===== src/rtl/hilo_unit_pkg.sv =====
// -----------------------------------------------------------------------------
// hilo_unit_pkg
//   Shared definitions for the HI/LO register unit: the 3-bit op encodings
//   driven by the EX-stage controller and the divide-sequencing FSM states.
//   Encodings 5..7 are unused and behave as HILO_OP_NONE.
// -----------------------------------------------------------------------------
package hilo_unit_pkg;

    localparam int OP_W = 3;

    localparam logic [OP_W-1:0] HILO_OP_NONE = 3'd0;
    localparam logic [OP_W-1:0] HILO_OP_MUL  = 3'd1;  // MULT / MULTU
    localparam logic [OP_W-1:0] HILO_OP_DIV  = 3'd2;  // DIV / DIVU
    localparam logic [OP_W-1:0] HILO_OP_MTHI = 3'd3;
    localparam logic [OP_W-1:0] HILO_OP_MTLO = 3'd4;

    typedef enum logic [1:0] {
        ST_IDLE       = 2'd0,
        ST_DIV_WAIT   = 2'd1,
        ST_DIV_COMMIT = 2'd2
    } hilo_state_t;

endpackage


===== src/rtl/hilo_unit.sv =====
// -----------------------------------------------------------------------------
// hilo_unit
//   Architectural HI/LO register pair and multiply/divide sequencing control.
//   Captures the ALU's 64-bit result for MUL/DIV, performs MTHI/MTLO, and
//   holds the EX stage while the ALU's multi-cycle divider runs.
//
// Parameters
//   DIV_LATENCY  cycles from divide issue to valid quotient/remainder (1..255)
//
// Ports
//   clk       in   system clock, rising edge
//   rst       in   asynchronous active-low reset
//   flush     in   exception flush, synchronous, aborts any divide
//   valid     in   EX-stage instruction valid
//   op        in   hilo_unit_pkg op encoding
//   res_lo    in   ALU low result (product low word / quotient)
//   res_hi    in   ALU high result (product high word / remainder)
//   wdata     in   rs value for MTHI/MTLO
//   hi_out    out  registered HI
//   lo_out    out  registered LO
//   stall     out  hold IF/ID/EX (combinational)
//   busy      out  sequencer not idle (decoded from state register)
//   div_done  out  one-cycle pulse in the divide commit cycle
// -----------------------------------------------------------------------------
module hilo_unit
    import hilo_unit_pkg::*;
#(
    parameter int DIV_LATENCY = 34
) (
    input  logic        clk,
    input  logic        rst,
    input  logic        flush,
    input  logic        valid,
    input  logic [2:0]  op,
    input  logic [31:0] res_lo,
    input  logic [31:0] res_hi,
    input  logic [31:0] wdata,
    output logic [31:0] hi_out,
    output logic [31:0] lo_out,
    output logic        stall,
    output logic        busy,
    output logic        div_done
);

    localparam int CNT_W = $clog2(DIV_LATENCY + 1);

    // Wait cycles remaining after the first DIV_WAIT cycle; unused when the
    // divider finishes in a single cycle.
    localparam logic [CNT_W-1:0] CNT_INIT =
        CNT_W'((DIV_LATENCY > 1) ? (DIV_LATENCY - 2) : 0);

    hilo_state_t      state_q, state_d;
    logic [CNT_W-1:0] cnt_q, cnt_d;
    logic [31:0]      hi_q, hi_d;
    logic [31:0]      lo_q, lo_d;

    logic div_issue;

    // A new divide is accepted only from IDLE; the DIV still sitting in EX
    // during DIV_COMMIT is the retiring instruction, not a new one.
    assign div_issue = (state_q == ST_IDLE) && valid && (op == HILO_OP_DIV) && !flush;

    always_comb begin
        // NOTE: every signal gets a default before any branch so no path
        // leaves it unassigned; that is what keeps this block latch-free.
        state_d = state_q;
        cnt_d   = cnt_q;
        hi_d    = hi_q;
        lo_d    = lo_q;

        if (flush) begin
            state_d = ST_IDLE;
            cnt_d   = '0;
        end else begin
            unique case (state_q)
                ST_IDLE: begin
                    if (valid) begin
                        case (op)
                            HILO_OP_DIV: begin
                                if (DIV_LATENCY > 1) begin
                                    state_d = ST_DIV_WAIT;
                                    cnt_d   = CNT_INIT;
                                end else begin
                                    state_d = ST_DIV_COMMIT;
                                end
                            end
                            HILO_OP_MUL: begin
                                hi_d = res_hi;
                                lo_d = res_lo;
                            end
                            HILO_OP_MTHI: hi_d = wdata;
                            HILO_OP_MTLO: lo_d = wdata;
                            default: ;
                        endcase
                    end
                end
                ST_DIV_WAIT: begin
                    if (cnt_q == '0) begin
                        state_d = ST_DIV_COMMIT;
                    end else begin
                        cnt_d = cnt_q - CNT_W'(1);
                    end
                end
                ST_DIV_COMMIT: begin
                    hi_d    = res_hi;
                    lo_d    = res_lo;
                    state_d = ST_IDLE;
                end
                default: begin
                    state_d = ST_IDLE;
                    cnt_d   = '0;
                end
            endcase
        end
    end

    // NOTE: state registers use non-blocking assignments so every flop samples
    // its inputs as they were before the edge, independent of statement order.
    always_ff @(posedge clk or negedge rst) begin
        if (!rst) begin
            state_q <= ST_IDLE;
            cnt_q   <= '0;
            hi_q    <= '0;
            lo_q    <= '0;
        end else begin
            state_q <= state_d;
            cnt_q   <= cnt_d;
            hi_q    <= hi_d;
            lo_q    <= lo_d;
        end
    end

    assign hi_out = hi_q;
    assign lo_out = lo_q;
    assign busy   = (state_q != ST_IDLE);

    // A flushed commit writes nothing, so it does not report completion.
    assign div_done = (state_q == ST_DIV_COMMIT) && !flush;

    // Gated by rst so a DIV presented during reset cannot raise stall.
    assign stall = rst && !flush &&
                   (div_issue || (state_q == ST_DIV_WAIT));

endmodule


===== config.mk =====
export PLATFORM = sky130hd
export DESIGN_NAME = hilo_unit
export DESIGN_NICKNAME = d
export VERILOG_FILES = /design/src/rtl/hilo_unit_pkg.sv /design/src/rtl/hilo_unit.sv
export SDC_FILE = /design/constraint.sdc
export NUM_CORES = 1
export LEC_CHECK = 0
export ABC_AREA = 0
export BUFFER_PORTS_ARGS = -buffer_cell sky130_fd_sc_hd__buf_2
export CAP_MARGIN = 20
export CORE_MARGIN = 2
export CORE_UTILIZATION = 40
export DETAILED_ROUTE_END_ITERATION = 7
export PLACE_DENSITY = 0.71
export SETUP_SLACK_MARGIN = 0.4
export SYNTH_ARGS = -nofsm -noshare
export SYNTH_HDL_FRONTEND = slang
export SYNTH_SLANG_ARGS = --single-unit

===== constraint.sdc =====
create_clock -name clk -period 2.9 [get_ports clk]
set_input_delay 0.29 -clock clk [delete_from_list [all_inputs] [get_ports clk]]
set_output_delay 0.29 -clock clk [all_outputs]
set_load 0.01 [all_outputs]

==> load_flow_metrics.sql, run 1 <==
INSERT INTO impl_metrics (metric_group, metric, value, unit) VALUES
('layout', 'drive_above_1_share', '54.7', '%'),
('die', 'ios', '170', ''),
('synthesis', 'netlist-cell-type-count', '35', ''),
('layout', 'flow.area_growth_from_synthesis', '34.1', '%'),
('die', 'die_x', '98.2', 'um'),
('clock_network', 'postCtsSetupRepairBufs', '0', ''),
('clock_network', 'h-tree-depth', '3', ''),
('die', 'placement_rows', '34', ''),
('global_routing', 'first_pass_grt_wire_length', '14.2', 'mm'),
('critical_path', 'element_type_at_the_critical_path_start', 'flip-flop', ''),
('drt', 'post_drt_wl_per_cell', '15.1', 'um'),
('die', 'core-area', '8680', 'um2'),
('clock_network', 'cts_tree', 'built', ''),
('timing', 'worst_slew_pin_slew', '0.616', 'ns'),
('power', 'post-layout-total-power', '3.20', 'mW'),
('die', 'die-area', '9650', 'um2'),
('timing', 'timing.setup.tns', '0', 'ns'),
('drt', 'ant_nets', '0', ''),
('clock_network', 'clkTransAtPathRegs', '0.07', 'ns'),
('placed_design', 'detailed_place_hpwl', '6.71', 'mm'),
('timing', 'fin_crit_sh', '70.2', '%'),
('power', 'ir_worst_vdd', '274', 'uV'),
('global_routing', 'gr-usage-all-layers', '18.3', '%'),
('synthesis', 'postSynthRegisterBits', '72', ''),
('global_routing', 'grt_start_max_net_pins', '39', ''),
('layout', 'final_cell_mix', 'sky130_fd_sc_hd__buf_2, sky130_fd_sc_hd__dfrtp_1, sky130_fd_sc_hd__mux2_2', ''),
('critical_path', 'worstPathMaxFanout', '19', ''),
('timing', 'maxSlewHeadroom', '58.8', '%'),
('timing', 'fin_hold_ws', '0.245', 'ns'),
('placed_design', 'gp_routability_congestion', '0.877', ''),
('synthesis', 'synth_warnings', '0', ''),
('die', 'start_util', '40.9', '%'),
('drt', 'routed_wl', '8.83', 'mm'),
('synthesis', 'synth_top_cells_by_area', 'sky130_fd_sc_hd__dfrtp_1, sky130_fd_sc_hd__mux2_2, sky130_fd_sc_hd__mux2i_1', ''),
('timing', 'final_hold_viol_count', '0', ''),
('layout', 'layout.cells.most_common', 'sky130_fd_sc_hd__buf_2', ''),
('clock_network', 'numCtsBuffers', '9', ''),
('drt', 'remaining_drc_errors', '0', ''),
('critical_path', 'endpoint_kind', 'flip-flop', ''),
('timing', 'finalSetupViolCount', '0', ''),
('synthesis', 'post-synth-top-area-fraction', '50.7', '%'),
('critical_path', 'cp.arrival', '2.24', 'ns'),
('synthesis', 'seq_area_frac_synth', '50.7', '%'),
('die', 'fp.dieH', '98.2', 'um'),
('placed_design', 'numPortBuffers', '169', ''),
('clock_network', 'clkLatencyLatePin', '0.33', 'ns'),
('clock_network', 'clock_path_buffers', '2', ''),
('drt', 'count_of_vias_placed_by_the_detailed_router', '2857', ''),
('critical_path', 'path_class', 'flip-flop to flip-flop', ''),
('synthesis', 'synth_nets', '408', ''),
('timing', 'setup_repair_after_global_routing_missed_its_margin', 'no', ''),
('flow_run', 'cap_violations', '0', ''),
('critical_path', 'crit_required', '3.10', 'ns'),
('drt', 'drt_iter0_drc', '81', ''),
('drt', 'detail_route.first_pass.iterations', '4', ''),
('global_routing', 'grt-ovfl-total', '0', ''),
('synthesis', 'synth_cells', '304', ''),
('clock_network', 'cts_sinks', '72', ''),
('synthesis', 'syn-cell-area', '3550', 'um2'),
('layout', 'final_nets', '577', ''),
('layout', 'antenna_cells', '0', ''),
('power', 'static-leakage-power', '2.36', 'nW'),
('timing', 'max_freq', '491', 'MHz'),
('synthesis', 'avgSynthCellArea', '11.7', 'um2'),
('global_routing', 'initial_antenna_violation_count', '0', ''),
('global_routing', 'vias_in_the_first_global_route', '2938', ''),
('synthesis', 'yosys.area.top_type', 'sky130_fd_sc_hd__dfrtp_1', ''),
('timing', 'fin_skew', '0.00852', 'ns'),
('timing', 'min_period', '2.04', 'ns'),
('power', 'power_per_cell_area', '672', 'nW/um2'),
('outcome', 'run_status', 'complete, no violations', ''),
('clock_network', 'cts.root.buffer_cell', 'sky130_fd_sc_hd__clkbuf_8', ''),
('drt', 'routed_via_density', '4.88', ''),
('min_path', 'holdCritPathClass', 'input pin to flip-flop', ''),
('timing', 'finalMaxSlewViolations', '0', '');
## per-stage QoR
step	util (%)	cell area (um2)	instances	setup slack, ns
floorplan	-	3550	304	1.34
global placement	52.0	4510	569	0.883
detailed placement	52.0	4510	569	0.844
CTS	54.9	4760	585	0.839
global route	54.9	4760	585	0.709
finish	54.9	4760	585	0.863
## registers in the layout (all words and copies together), names as in the netlist
name	flops
cnt_q	6
hi_out	32
lo_out	32
state_q	2
## area by class of cell
| type | count | area, um2 |
|---|---|---|
| clock buffers | 10 | 138 |
| fillers | 773 | 3920 |
| clock inverters | 5 | 105 |
| well taps | 108 | 135 |
| flip-flops and latches | 72 | 1800 |
| repair buffers | 176 | 916 |
| inverters | 5 | 18.8 |
| multi-input cells | 209 | 1650 |
## timing repair
action,in CTS,in global routing
setup endpoints to repair,0,0
hold buffers,1,0
resized for setup,0,0
hold endpoints to repair,34,0
## critical path, cell delays in order (launching register included)
cell	delay [ns]
sky130_fd_sc_hd__dfrtp_1	0.54
sky130_fd_sc_hd__nand2b_2	0.20
sky130_fd_sc_hd__and4b_2	0.58
sky130_fd_sc_hd__buf_12	0.25
sky130_fd_sc_hd__mux2i_1	0.23
sky130_fd_sc_hd__o21ai_0	0.09
## power breakdown
part / total, mW / internal (mW) / switching [mW] / leakage (nW)
Sequential: 1.40 / 1.26 / 0.133 / 0.895
Clock: 0.948 / 0.590 / 0.358 / 0.115
Combinational: 0.859 / 0.430 / 0.429 / 1.35
## worst paths after layout
check	startpoint	slack, ns	cells past startpoint	endpoint
setup reg to reg	state_q[0]$_DFFE_PN0P_	0.86	5	hi_out[0]$_DFFE_PN0P_
setup / recovery	state_q[0]$_DFFE_PN0P_	0.86	5	hi_out[0]$_DFFE_PN0P_
hold / removal	res_hi[8]	0.25	3	hi_out[8]$_DFFE_PN0P_
min in group asynchronous	rst	0.44	2	lo_out[29]$_DFFE_PN0P_
hold reg to reg	hi_out[9]$_DFFE_PN0P_	0.48	2	hi_out[9]$_DFFE_PN0P_
max in group asynchronous	rst	1.59	3	lo_out[27]$_DFFE_PN0P_
## cells by family after synthesis
kind of cell / synth area share (%)
mux: 29.3
flops: 50.7
simple gates: 8.70
compound gates: 7.15
buf+inv: 3.28
xor+xnor: 0.493
fa+ha+maj: 0.352
## per-layer routing
| layer | vias to the layer above | GRT usage [%] | wire length (um) |
|---|---|---|---|
| met1 | 1337 | 22.8 | 3820 |
| li1 | 1405 | - | - |
| met2 | 109 | 32.0 | 4340 |
| met3 | 6 | 4.22 | 605 |
| met5 | - | 0 | 0 |
| met4 | 0 | 5.27 | 68 |
## synthesized netlist by cell type (all sizes together)
cell,number
nor3,4
nand3,1
or4b,1
dfrtp,72
nor4,2
a21o,2
o32ai,1
mux2i,32
xor2,1
a31oi,1
nor2,7
nand2b,2
and3b,1
and4b,1
buf,12
mux2,64
o21ai,37
xnor2,1
ha,1
and2,1
o31ai,1
clkbuf,6
a21oi,4
or2,3
or3,2
nand2,36
inv,5
or4,1
o21a,1
nand4bb,1
No activity file was read; power rests on OpenSTA's default activity.
==> run 2, diff against run 1 <==
Clock period 2.9 ns to 1.93 ns, I/O delays scaled along.
==> run 2 against run 1 <==
  * Critical path depth grew 1
  * Final cell count rose by 3.8%
  * Sequential power rose by 49%
  * Register-to-register slack worse by 0.52 ns
  * Via count increased by 5.4%
  * Setup slack lost 0.52 ns
  * Routed wire length rose by 6.5%
  * Worst hold slack got worse by 0.11 ns
  * Total power rose by 46%
==> load_flow_metrics.sql, run 2 (synthesis results as in run 1) <==
INSERT INTO impl_metrics (metric_group, metric, value, unit) VALUES
('clock_network', 'h-tree-depth', '3', ''),
('global_routing', 'gr-usage-all-layers', '18.1', '%'),
('die', 'die-area', '9650', 'um2'),
('power', 'power.combinational.fraction', '30.2', '%'),
('layout', 'layout.cell_area.non_filler', '5170', 'um2'),
('die', 'start_util', '40.9', '%'),
('critical_path', 'element_type_at_the_critical_path_start', 'flip-flop', ''),
('die', 'ios', '170', ''),
('power', 'ir_worst_vdd', '409', 'uV'),
('power', 'clkPwrFrac', '25.1', '%'),
('timing', 'setup_repair_after_global_routing_missed_its_margin', 'yes', ''),
('critical_path', 'r2r_slack', '0.34', 'ns'),
('critical_path', 'crit_required', '2.15', 'ns'),
('die', 'core-area', '8680', 'um2'),
('timing', 'maxSlewHeadroom', '63.9', '%'),
('layout', 'final_cell_mix', 'sky130_fd_sc_hd__buf_2, sky130_fd_sc_hd__dfrtp_1, sky130_fd_sc_hd__mux2_2', ''),
('timing', 'fin_skew', '0.0131', 'ns'),
('clock_network', 'numCtsBuffers', '9', ''),
('clock_network', 'clock_path_buffers', '2', ''),
('global_routing', 'first_pass_grt_wire_length', '14.1', 'mm'),
('drt', 'routed_wl', '9.40', 'mm'),
('min_path', 'holdCritPathClass', 'input pin to flip-flop', ''),
('layout', 'instances_no_fill', '607', ''),
('power', 'internal-power', '3.26', 'mW'),
('placed_design', 'gp_routability_congestion', '0.834', ''),
('timing', 'finalSetupViolCount', '0', ''),
('global_routing', 'grt-ovfl-total', '0', ''),
('power', 'power.share.sequential', '44.6', '%'),
('global_routing', 'vias_in_the_first_global_route', '2974', ''),
('timing', 'timing.setup.tns', '0', 'ns'),
('layout', 'antenna_cells', '0', ''),
('timing', 'min_period', '1.59', 'ns'),
('timing', 'final_hold_viol_count', '0', ''),
('timing', 'worst_slew_pin_slew', '0.541', 'ns'),
('critical_path', 'endpoint_kind', 'flip-flop', ''),
('outcome', 'run_status', 'complete, no violations', ''),
('timing', 'max_freq', '630', 'MHz'),
('clock_network', 'cts.root.buffer_cell', 'sky130_fd_sc_hd__clkbuf_8', ''),
('global_routing', 'initial_antenna_violation_count', '0', ''),
('power', 'power_switching_share', '30.3', '%'),
('power', 'netSwitchingPower', '1.42', 'mW'),
('drt', 'remaining_drc_errors', '0', ''),
('global_routing', 'grt_start_max_net_pins', '49', ''),
('clock_network', 'clkTransAtPathRegs', '0.08', 'ns'),
('clock_network', 'cts_tree', 'built', ''),
('power', 'power_per_cell_area', '906', 'nW/um2'),
('placed_design', 'numPortBuffers', '169', ''),
('layout', 'final_nets', '598', ''),
('drt', 'detail_route.first_pass.iterations', '4', ''),
('timing', 'finalMaxSlewViolations', '0', ''),
('die', 'placement_rows', '34', ''),
('clock_network', 'cts_sinks', '72', ''),
('drt', 'ant_nets', '0', ''),
('critical_path', 'path_class', 'flip-flop to flip-flop', ''),
('placed_design', 'dpl_worst_slack', '0.270', 'ns'),
('placed_design', 'detailed_place_hpwl', '6.83', 'mm'),
('timing', 'layout_setup_ws', '0.343', 'ns'),
('placed_design', 'post_dp_cell_area', '4580', 'um2'),
('drt', 'count_of_vias_placed_by_the_detailed_router', '3010', ''),
('timing', 'fin_crit_sh', '82.2', '%'),
('layout', 'layout.filler_cells', '751', ''),
('timing', 'fin_hold_ws', '0.139', 'ns'),
('placed_design', 'place_inst', '575', ''),
('critical_path', 'cp.arrival', '1.81', 'ns'),
('die', 'die_x', '98.2', 'um'),
('layout', 'layout.cells.most_common', 'sky130_fd_sc_hd__buf_2', ''),
('power', 'static-leakage-power', '2.60', 'nW'),
('layout', 'layout.core_utilization', '59.5', '%'),
('layout', 'flow.area_growth_from_synthesis', '45.5', '%'),
('drt', 'drt_iter0_drc', '94', ''),
('die', 'fp.dieH', '98.2', 'um'),
('power', 'post-layout-total-power', '4.68', 'mW'),
('flow_run', 'cap_violations', '0', ''),
('clock_network', 'clkLatencyLatePin', '0.33', 'ns'),
('drt', 'post_drt_wl_per_cell', '15.5', 'um'),
('layout', 'drive_above_1_share', '58.9', '%'),
('drt', 'routed_via_density', '4.96', ''),
('critical_path', 'worstPathMaxFanout', '7', '');
[run 2: cell type report]
type | count | area (um2) | area share [%]
inverters | 5 | 18.8 | 0.363
multi-input cells | 209 | 1820 | 35.3
clock buffers | 11 | 141 | 2.74
repair buffers | 197 | 1190 | 23.1
flip-flops and latches | 72 | 1800 | 34.9
clock inverters | 5 | 56.3 | 1.09
well taps | 108 | 135 | 2.62
[run 2: path summary, 6_finish.rpt]
check / from / end / depth (start not counted)
setup / recovery: state_q[1]$_DFFE_PN0P_ / lo_out[7]$_DFFE_PN0P_ / 6
hold / removal: res_hi[1] / hi_out[1]$_DFFE_PN0P_ / 3
setup reg to reg: state_q[1]$_DFFE_PN0P_ / lo_out[7]$_DFFE_PN0P_ / 6
hold reg to reg: hi_out[13]$_DFFE_PN0P_ / hi_out[13]$_DFFE_PN0P_ / 2
max in group asynchronous: rst / lo_out[27]$_DFFE_PN0P_ / 3
min in group asynchronous: rst / lo_out[13]$_DFFE_PN0P_ / 3
[run 2: worst max-delay path: stages (launching register included)]
cell                       delay (ns)
sky130_fd_sc_hd__dfrtp_1         0.42
sky130_fd_sc_hd__nand2b_4        0.10
sky130_fd_sc_hd__nand3_4         0.12
sky130_fd_sc_hd__buf_12          0.15
sky130_fd_sc_hd__buf_16          0.14
sky130_fd_sc_hd__mux2_4          0.30
sky130_fd_sc_hd__mux2_4          0.26
[run 2: power by group through the flow]
stage	Combinational, mW	Clock [mW]	Sequential (mW)
final	1.41	1.18	2.09
after global routing	1.53	1.27	2.14
after CTS	1.35	1.21	2.09
after detailed placement	1.33	0	2.12
after global placement	1.30	0	2.10
after floorplan	0.462	0	2.30
[run 2: per-layer routing]
layer,GRT usage (%),vias up,wire (um)
met4,4.95,0,89
met3,4.08,10,630
met5,0,-,0
li1,-,1452,-
met1,23.3,1436,4010
met2,31.0,112,4670
[run 2: timing repair]
action	CTS	global route
gates cloned	1	1
endpoints found under the setup margin	50	67
buffers inserted	2	11
endpoints found under the hold margin	72	0
resized for setup	14	37
hold buffers	1	0
pin swaps	0	4
